**src/rtl/serial_adder_ctrl.sv**
```systemverilog
// Bit-serial adder: one full adder built from two half_adder cells,
// stepped LSB-first over WIDTH cycles by a start/done controller.

module half_adder (
    input  logic a,
    input  logic b,
    output logic sum,
    output logic carry
);
    assign sum   = a ^ b;
    assign carry = a & b;
endmodule

module serial_adder_ctrl #(
    parameter int WIDTH = 8
) (
    input  logic             clk,
    input  logic             rst,
    input  logic             start,
    input  logic [WIDTH-1:0] a,
    input  logic [WIDTH-1:0] b,
    output logic [WIDTH-1:0] sum,
    output logic             cout,
    output logic             busy,
    output logic             done
);
    localparam int CW = $clog2(WIDTH) + 1;

    typedef enum logic [1:0] {
        IDLE,
        SHIFT,
        DONE
    } state_t;

    state_t state, state_nx;

    logic [WIDTH-1:0] ra, rb, racc;
    logic [WIDTH-1:0] acc_nx;
    logic [CW-1:0]    cnt;
    logic             c;
    logic             s1, c1, bs, c2, nc;
    logic             last;

    half_adder u_ha0 (
        .a    (ra[0]),
        .b    (rb[0]),
        .sum  (s1),
        .carry(c1)
    );

    half_adder u_ha1 (
        .a    (s1),
        .b    (c),
        .sum  (bs),
        .carry(c2)
    );

    assign nc     = c1 | c2;
    assign acc_nx = {bs, racc[WIDTH-1:1]};
    assign last   = (cnt == CW'(WIDTH - 1));

    assign busy = (state == SHIFT);
    assign done = (state == DONE);

    always_comb begin
        state_nx = state;
        unique case (state)
            IDLE:    if (start) state_nx = SHIFT;
            SHIFT:   if (last)  state_nx = DONE;
            DONE:    state_nx = IDLE;
            default: state_nx = IDLE;
        endcase
    end

    always_ff @(posedge clk or posedge rst) begin
        if (rst) begin
            state <= IDLE;
        end else begin
            state <= state_nx;
        end
    end

    // The final shift edge also publishes the result, so sum/cout
    // include the bit computed in that same cycle.
    always_ff @(posedge clk or posedge rst) begin
        if (rst) begin
            ra   <= '0;
            rb   <= '0;
            racc <= '0;
            c    <= 1'b0;
            cnt  <= '0;
            sum  <= '0;
            cout <= 1'b0;
        end else begin
            unique case (state)
                IDLE: begin
                    if (start) begin
                        ra   <= a;
                        rb   <= b;
                        racc <= '0;
                        c    <= 1'b0;
                        cnt  <= '0;
                    end
                end
                SHIFT: begin
                    racc <= acc_nx;
                    ra   <= {1'b0, ra[WIDTH-1:1]};
                    rb   <= {1'b0, rb[WIDTH-1:1]};
                    c    <= nc;
                    cnt  <= cnt + 1'b1;
                    if (last) begin
                        sum  <= acc_nx;
                        cout <= nc;
                    end
                end
                default: ;
            endcase
        end
    end
endmodule
```
**config.mk**
```make
export PLATFORM = sky130hd
export DESIGN_NAME = serial_adder_ctrl
export DESIGN_NICKNAME = d
export VERILOG_FILES = /design/src/rtl/serial_adder_ctrl.sv
export SDC_FILE = /design/constraint.sdc
export NUM_CORES = 1
export LEC_CHECK = 0
export CORE_ASPECT_RATIO = 1.75
export CORE_UTILIZATION = 45
export CTS_CLUSTER_SIZE = 20
export DETAILED_ROUTE_END_ITERATION = 10
export HOLD_SLACK_MARGIN = 0.12
export PLACE_DENSITY = 0.7
export SLEW_MARGIN = 20
export SYNTH_ARGS = -nofsm -noshare
export SYNTH_HDL_FRONTEND = slang
export SYNTH_SLANG_ARGS = --single-unit
```
**constraint.sdc**
```tcl
create_clock -name clk -period 1.7 [get_ports clk]
set_clock_uncertainty 0.1 [all_clocks]
set_input_delay 0.17 -clock clk [delete_from_list [all_inputs] [get_ports clk]]
set_output_delay 0.17 -clock clk [all_outputs]
set_load 0.03 [all_outputs]
```
==> reports/qor.txt, run 1 <==
Num CTS Buffers -> 5
RSZ-0062 raised after global routing -> false
Initial Utilization -> 48.4%
Antenna Nets Post-Route -> 0
Seq/Total Area, Yosys -> 58.8%
Port bufs -> 29
R2R Path End -> rb[5]
Final worst path period need -> 1.58 ns
Core box area -> 3430 um^2
Postcts setup bufs -> 0
Finished layout cell area -> 2130 um^2
CTS root buffer -> clkbuf_8
TritonRoute pass-1 iters -> 4
Synth Area in Adders -> 1.96%
Seq pwr share -> 41.5%
Distinct cells, synth -> 23
Maximum clock frequency -> 633 MHz
EDFF count, synth -> 0
Status -> finished, final reports clean
Layout Cells excl Fill -> 220
CP max-delay cell -> nor2b_1
Syn Area/Cell -> 12.0 um^2
Drt via density -> 5.42
Cell count of the worst reg-to-reg path -> 4
R2R Setup Slk -> 0.12 ns
Fillers -> 309
Remaining Overflow, GRT -> 0
Top cell type by total area after synthesis -> dfrtp_1
Clock Path Buffers -> 2
Skew-Pair Late Insertion Delay -> 0.28 ns
Worst hold-check path type -> primary input to async pin
Post-Synth Simple-Gate Area -> 9.72%
Reg-to-Reg Start -> state[0]
# rows -> 28
Worst slew pin tran -> 0.556 ns
Routability cong. -> 0.706
Mux cell area share after synthesis -> 6.78%
Final nets -> 196
Post-DP HPWL -> 2350 um
Width of the chip -> 47.9 um
Cell Area, Synth -> 1660 um^2
# setup viols final -> 0
Setup crit start kind -> flop
Final worst-path cycle share -> 92.9%
GRT Resource Usage Total -> 19.3%
WL/cell -> 14.5 um
Initial antenna violation count -> 0
Largest net degree at the start of global routing -> 40
Share of layout cells above drive strength 1 -> 17.1%
Post-Synthesis Cells -> 138
Sink Count -> 39
Synth top area cells -> dfrtp_1, mux2_2, a22o_1, a22oi_1, o21ai_0
Post-Synthesis Net Count -> 159
Post-DP Area -> 2040 um^2
Slew HR -> 62.9%
Largest family of logic cells by synthesized area -> compound AO/OA/AOI/OAI gates
Compound-Gate Fraction of Synth Area -> 19.7%
Fraction of synthesized cell area in xor and xnor cells -> 0%
First-pass GRT wire length -> 5380 um
CTS tree -> built
Power share of the clock group -> 16.3%
Leakage power -> 0.947 nW
Vias in the first global route -> 1215
Crit-path max FO -> 12
Setup CP Type -> flop to flop
Crit path largest cell delay -> 0.46 ns
Diodes inserted -> 0
CP cell instances -> buf_4 -> nor2b_1 -> a22oi_1 -> o21ai_0
Int Power -> 2.38 mW
Fraction of registers with async set or reset after synthesis -> 100%
P_sw -> 1.38 mW
# Max-Cap Violations -> 0
Hold_ws -> 0.197 ns
Combinational power share -> 42.2%
Final Hold Fails -> 0
VDD IR-drop max -> 1010 uV
Final worst setup slack -> 0.121 ns
Vias post-DR -> 1192
Pwr Density -> 1770 nW/um^2
Htree depth -> 2
Synth cell count leaders -> dfrtp_1, o21ai_0, a22oi_1
Placed Cells -> 213
Clock transition at path regs -> 0.07 ns
Area Growth Syn to Fin -> 28.1%
Synth top area share -> 58.8%
Die Span Y -> 82.4 um
Drc violations -> 0
WP data arrival -> 1.68 ns
Yosys warning count -> 0
Pre-CTS setup slack -> 0.0268 ns
Num ports -> 30
Number of synthesized register bits -> 39
Total Wirelength -> 3190 um
Die area -> 3950 um^2
Post-CTS resize count -> 0
Max-slew violation count -> 0
Setup TNS -> 0 ns
Required time worst endpoint -> 1.80 ns
Synth Flop Type -> dfrtp_1
Kind of end point of the critical path -> flop
Cts hold-fix bufs -> 0
Iteration-0 DRC Markers -> 19
Most common cell in the netlist -> dfrtp_1
Sw frac -> 36.7%
==> logic make-up (layout without fill, tap and decap cells) <==
kind of cell,after synthesis,after routing
flops,39,39
compound gates,49,49
buf+inv,10,47
fa+ha+maj,2,2
mux,10,10
simple gates,28,28
==> how the worst max path moves through the flow <==
stage | slack (ns) | to | start
after floorplan | 0.13 | cout | state[1]
final | 0.12 | rb[5] | state[0]
after global routing | 0.03 | ra[4] | state[0]
after global placement | 0.09 | ra[0] | start
after detailed placement | 0.03 | ra[4] | start
after CTS | 0.11 | sum[0] | sum[0]
==> worst max-delay path, delay by kind of cell, from the launching register on <==
| family | cells | cell delay (ns) |
|---|---|---|
| AO/OA/AOI/OAI | 2 | 0.31 |
| buffers and inverters | 1 | 0.20 |
| flip-flops | 1 | 0.43 |
| AND/OR/NAND/NOR | 1 | 0.46 |
==> placed cells by master, fill, tap and decap left out <==
| cell type | Yosys | final |
|---|---|---|
| nand2b_4 | 1 | 1 |
| nor2b_1 | 8 | 8 |
| and3b_1 | 2 | 2 |
| inv_1 | 2 | 2 |
| nand3_1 | 1 | 1 |
| nor3_4 | 1 | 1 |
| buf_12 | 0 | 1 |
| mux2_2 | 10 | 10 |
| nand2_1 | 12 | 12 |
| o21bai_1 | 1 | 1 |
| fa_1 | 1 | 1 |
| clkbuf_8 | 0 | 6 |
| a21oi_1 | 7 | 7 |
| dfrtp_1 | 39 | 39 |
| and2_1 | 1 | 1 |
| nor2_1 | 2 | 2 |
| buf_4 | 0 | 10 |
| o21ai_0 | 15 | 15 |
| a22oi_1 | 13 | 13 |
| clkdlybuf4s50_1 | 0 | 27 |
| clkinv_2 | 0 | 1 |
| o31ai_1 | 1 | 1 |
| ha_1 | 1 | 1 |
| a22o_1 | 12 | 12 |
==> registers in the layout (all words and copies together), names as in the netlist <==
register and cells:
state 2, ra 8, rb 8, sum 8
c 1, cnt 4, cout 1, racc 7
==> power by group through the flow <==
stage	logic (mW)	registers (mW)	clock network [mW]
5_1_grt	1.75	1.61	0.675
2_1_floorplan	0.918	1.69	0
4_1_cts	1.60	1.56	0.639
3_3_place_gp	1.54	1.56	0
3_5_place_dp	1.60	1.58	0
6_report	1.59	1.56	0.613
==> through the flow <==
| step | total power, mW | utilization, % |
|---|---|---|
| detailed placement | 3.18 | 59.4 |
| floorplan | 2.60 | - |
| CTS | 3.80 | 62.0 |
| global route | 4.04 | 62.0 |
| finish | 3.76 | 62.0 |
| global placement | 3.10 | 59.4 |
==> routing by layer <==
layer,track usage [%],up-vias,share of wire [%]
met2,30.9,35,53
met1,24.4,582,42
li1,-,569,-
met5,0,-,0
met3,3.91,6,3.5
met4,8.06,0,1.7
==> area by class of cell <==
cell class                 count  area, um^2  area share, %
tap                           45        56.3           2.65
sequential                    39         976           45.9
clock buffer                   6        82.6           3.88
timing repair buffer          38         365           17.2
multi-input combinational     89         634           29.8
clock inverter                 1        5.00          0.235
inverter                       2        7.51          0.353
No activity file was read; power rests on OpenSTA's default activity.
==> run 2, diff against run 1 <==
--- a/config.mk
+++ b/config.mk
@@ -5,12 +5,15 @@
 export SDC_FILE = /design/constraint.sdc
 export NUM_CORES = 1
 export LEC_CHECK = 0
+export CELL_PAD_IN_SITES_DETAIL_PLACEMENT = 1
+export CELL_PAD_IN_SITES_GLOBAL_PLACEMENT = 1
 export CORE_ASPECT_RATIO = 1.75
-export CORE_UTILIZATION = 45
+export CORE_MARGIN = 3
+export CORE_UTILIZATION = 41
 export CTS_CLUSTER_SIZE = 20
 export DETAILED_ROUTE_END_ITERATION = 10
 export HOLD_SLACK_MARGIN = 0.12
-export PLACE_DENSITY = 0.7
+export PLACE_DENSITY_LB_ADDON = 0.1
 export SLEW_MARGIN = 20
 export SYNTH_ARGS = -nofsm -noshare
 export SYNTH_HDL_FRONTEND = slang
==> run 2 against run 1 <==
  * Total power is 6.2% higher
  * Register-to-register slack worse by 0.05 ns
  * Die area is 24% higher
  * Largest power group unchanged
==> reports/qor.txt, run 2 (same netlist as run 1, synthesis figures left out) <==
P_sw -> 1.46 mW
# setup viols final -> 0
R2R Setup Slk -> 0.08 ns
Max-slew violation count -> 0
Status -> finished, final reports clean
Kind of end point of the critical path -> flop
GRT Resource Usage Total -> 18.0%
Post-DP HPWL -> 2810 um
Setup TNS -> 0 ns
Final Hold Fails -> 0
Placed Cells -> 219
Area Growth Syn to Fin -> 32.1%
Total Wirelength -> 3880 um
VDD IR-drop max -> 879 uV
Setup crit start kind -> flop
WL/cell -> 17.0 um
Worst slew pin tran -> 0.501 ns
Seq pwr share -> 39.5%
Final worst path period need -> 1.62 ns
Pwr Density -> 1820 nW/um^2
Most frequent cells in the layout -> dfrtp_1, clkdlybuf4s50_1, o21ai_0, buf_4, a22oi_1
R2R Path End -> sum[3]
Maximum clock frequency -> 616 MHz
Drt via density -> 5.43
Share of layout cells above drive strength 1 -> 20.0%
RSZ-0062 raised after global routing -> false
Clock transition at path regs -> 0.08 ns
Power share of the clock group -> 18.4%
Clock Path Buffers -> 2
GRT busiest layer -> met2
Iteration-0 DRC Markers -> 14
CTS root buffer -> clkbuf_8
Setup CP Type -> flop to flop
Num ports -> 30
Met2 Use GR -> 31.7%
Final nets -> 201
Initial Utilization -> 42.5%
Slew HR -> 66.6%
Die Span Y -> 90.2 um
Vias in the first global route -> 1362
Reg-to-Reg Start -> cnt[0]
Routability cong. -> 0.852
CTS tree -> built
Port bufs -> 29
# Max-Cap Violations -> 0
Die area -> 4880 um^2
Layout Cells excl Fill -> 228
Worst hold-check path type -> primary input to async pin
Core box area -> 3900 um^2
Met3 Use GR -> 3.48%
Skew-Pair Late Insertion Delay -> 0.28 ns
Num CTS Buffers -> 5
Initial antenna violation count -> 0
Width of the chip -> 54.1 um
WP data arrival -> 1.69 ns
Cell count of the worst reg-to-reg path -> 5
Htree depth -> 2
Biggest regs -> ra x8, rb x8, sum x8
Largest net degree at the start of global routing -> 40
Grt met1 use -> 20.2%
Int Power -> 2.54 mW
Diodes inserted -> 0
Leakage power -> 0.986 nW
Crit-path max FO -> 10
First-pass GRT wire length -> 6500 um
Drc violations -> 0
Remaining Overflow, GRT -> 0
Combinational power share -> 42.1%
Most common cell after layout, fill and taps aside -> dfrtp_1
Sink Count -> 39
Antenna Nets Post-Route -> 0
Final worst-path cycle share -> 95.5%
Cts hold-fix bufs -> 0
Required time worst endpoint -> 1.77 ns
# rows -> 30
Vias post-DR -> 1239
TritonRoute pass-1 iters -> 4
Sw frac -> 36.4%
run 2: cell count changes in the layout (fill, tap and decap cells not counted), sizes merged:
cell,before,now
clkinv,1,0
buf,11,16
bufinv,0,1
run 2: layer usage:
layer  routed length [um]  vias up  share of wire (%)
li1                     -      578                  -
met1                 1490      625                 39
met2                 2180       29                 56
met3                  119        7                3.1
met4                   81        0                2.1
met5                    0        -                  0
run 2: repair_timing:
| item | CTS | global route |
|---|---|---|
| buffers inserted | 0 | 2 |
| endpoints found under the setup margin | 0 | 9 |
| resized for setup | 0 | 3 |
run 2: power groups by stage:
stage	registers (mW)	logic, mW	clock network, mW
floorplan	1.69	0.918	0
global placement	1.57	1.59	0
detailed placement	1.59	1.66	0
CTS	1.57	1.67	0.754
global route	1.63	1.86	0.797
finish	1.58	1.68	0.737
run 2: critical path, stage by stage (launching register included):
cell and delay [ns]:
dfrtp_1 0.41, ha_2 0.24, nand2_4 0.07, nor3_4 0.20, buf_12 0.15, mux2_2 0.33
run 2: area by class of cell:
class	instances	area [um^2]
clock buffers	6	72.6
clock inverters	1	30.0
fillers	437	1710
inverters	2	7.51
multi-input cells	89	644
flip-flops and latches	39	976
well taps	48	60.1
repair buffers	43	403
run 2: stage by stage:
stage | cell area [um^2] | setup slack, ns | util, % | hold WS, ns | power, mW
6_report | 2190 | 0.0758 | 56.2 | 0.215 | 4.00
4_1_cts | 2170 | 0.0287 | 55.5 | 0.225 | 4.00
5_1_grt | 2190 | 0.00365 | 56.2 | 0.259 | 4.29
2_1_floorplan | 1660 | 0.133 | - | 0.203 | 2.60
3_3_place_gp | 2070 | 0.158 | 52.9 | 0.368 | 3.16
3_5_place_dp | 2070 | 0.0277 | 52.9 | 0.371 | 3.24
run 2: worst max path at each step:
stage	from	to	slack, ns	cells past startpoint
floorplan	state[1]	cout	0.13	4
finish	cnt[0]	sum[3]	0.08	5
detailed placement	start	rb[5]	0.03	5
global route	cnt[0]	sum[6]	0.004	5
global placement	start	ra[4]	0.16	5
CTS	cnt[0]	sum[1]	0.03	5
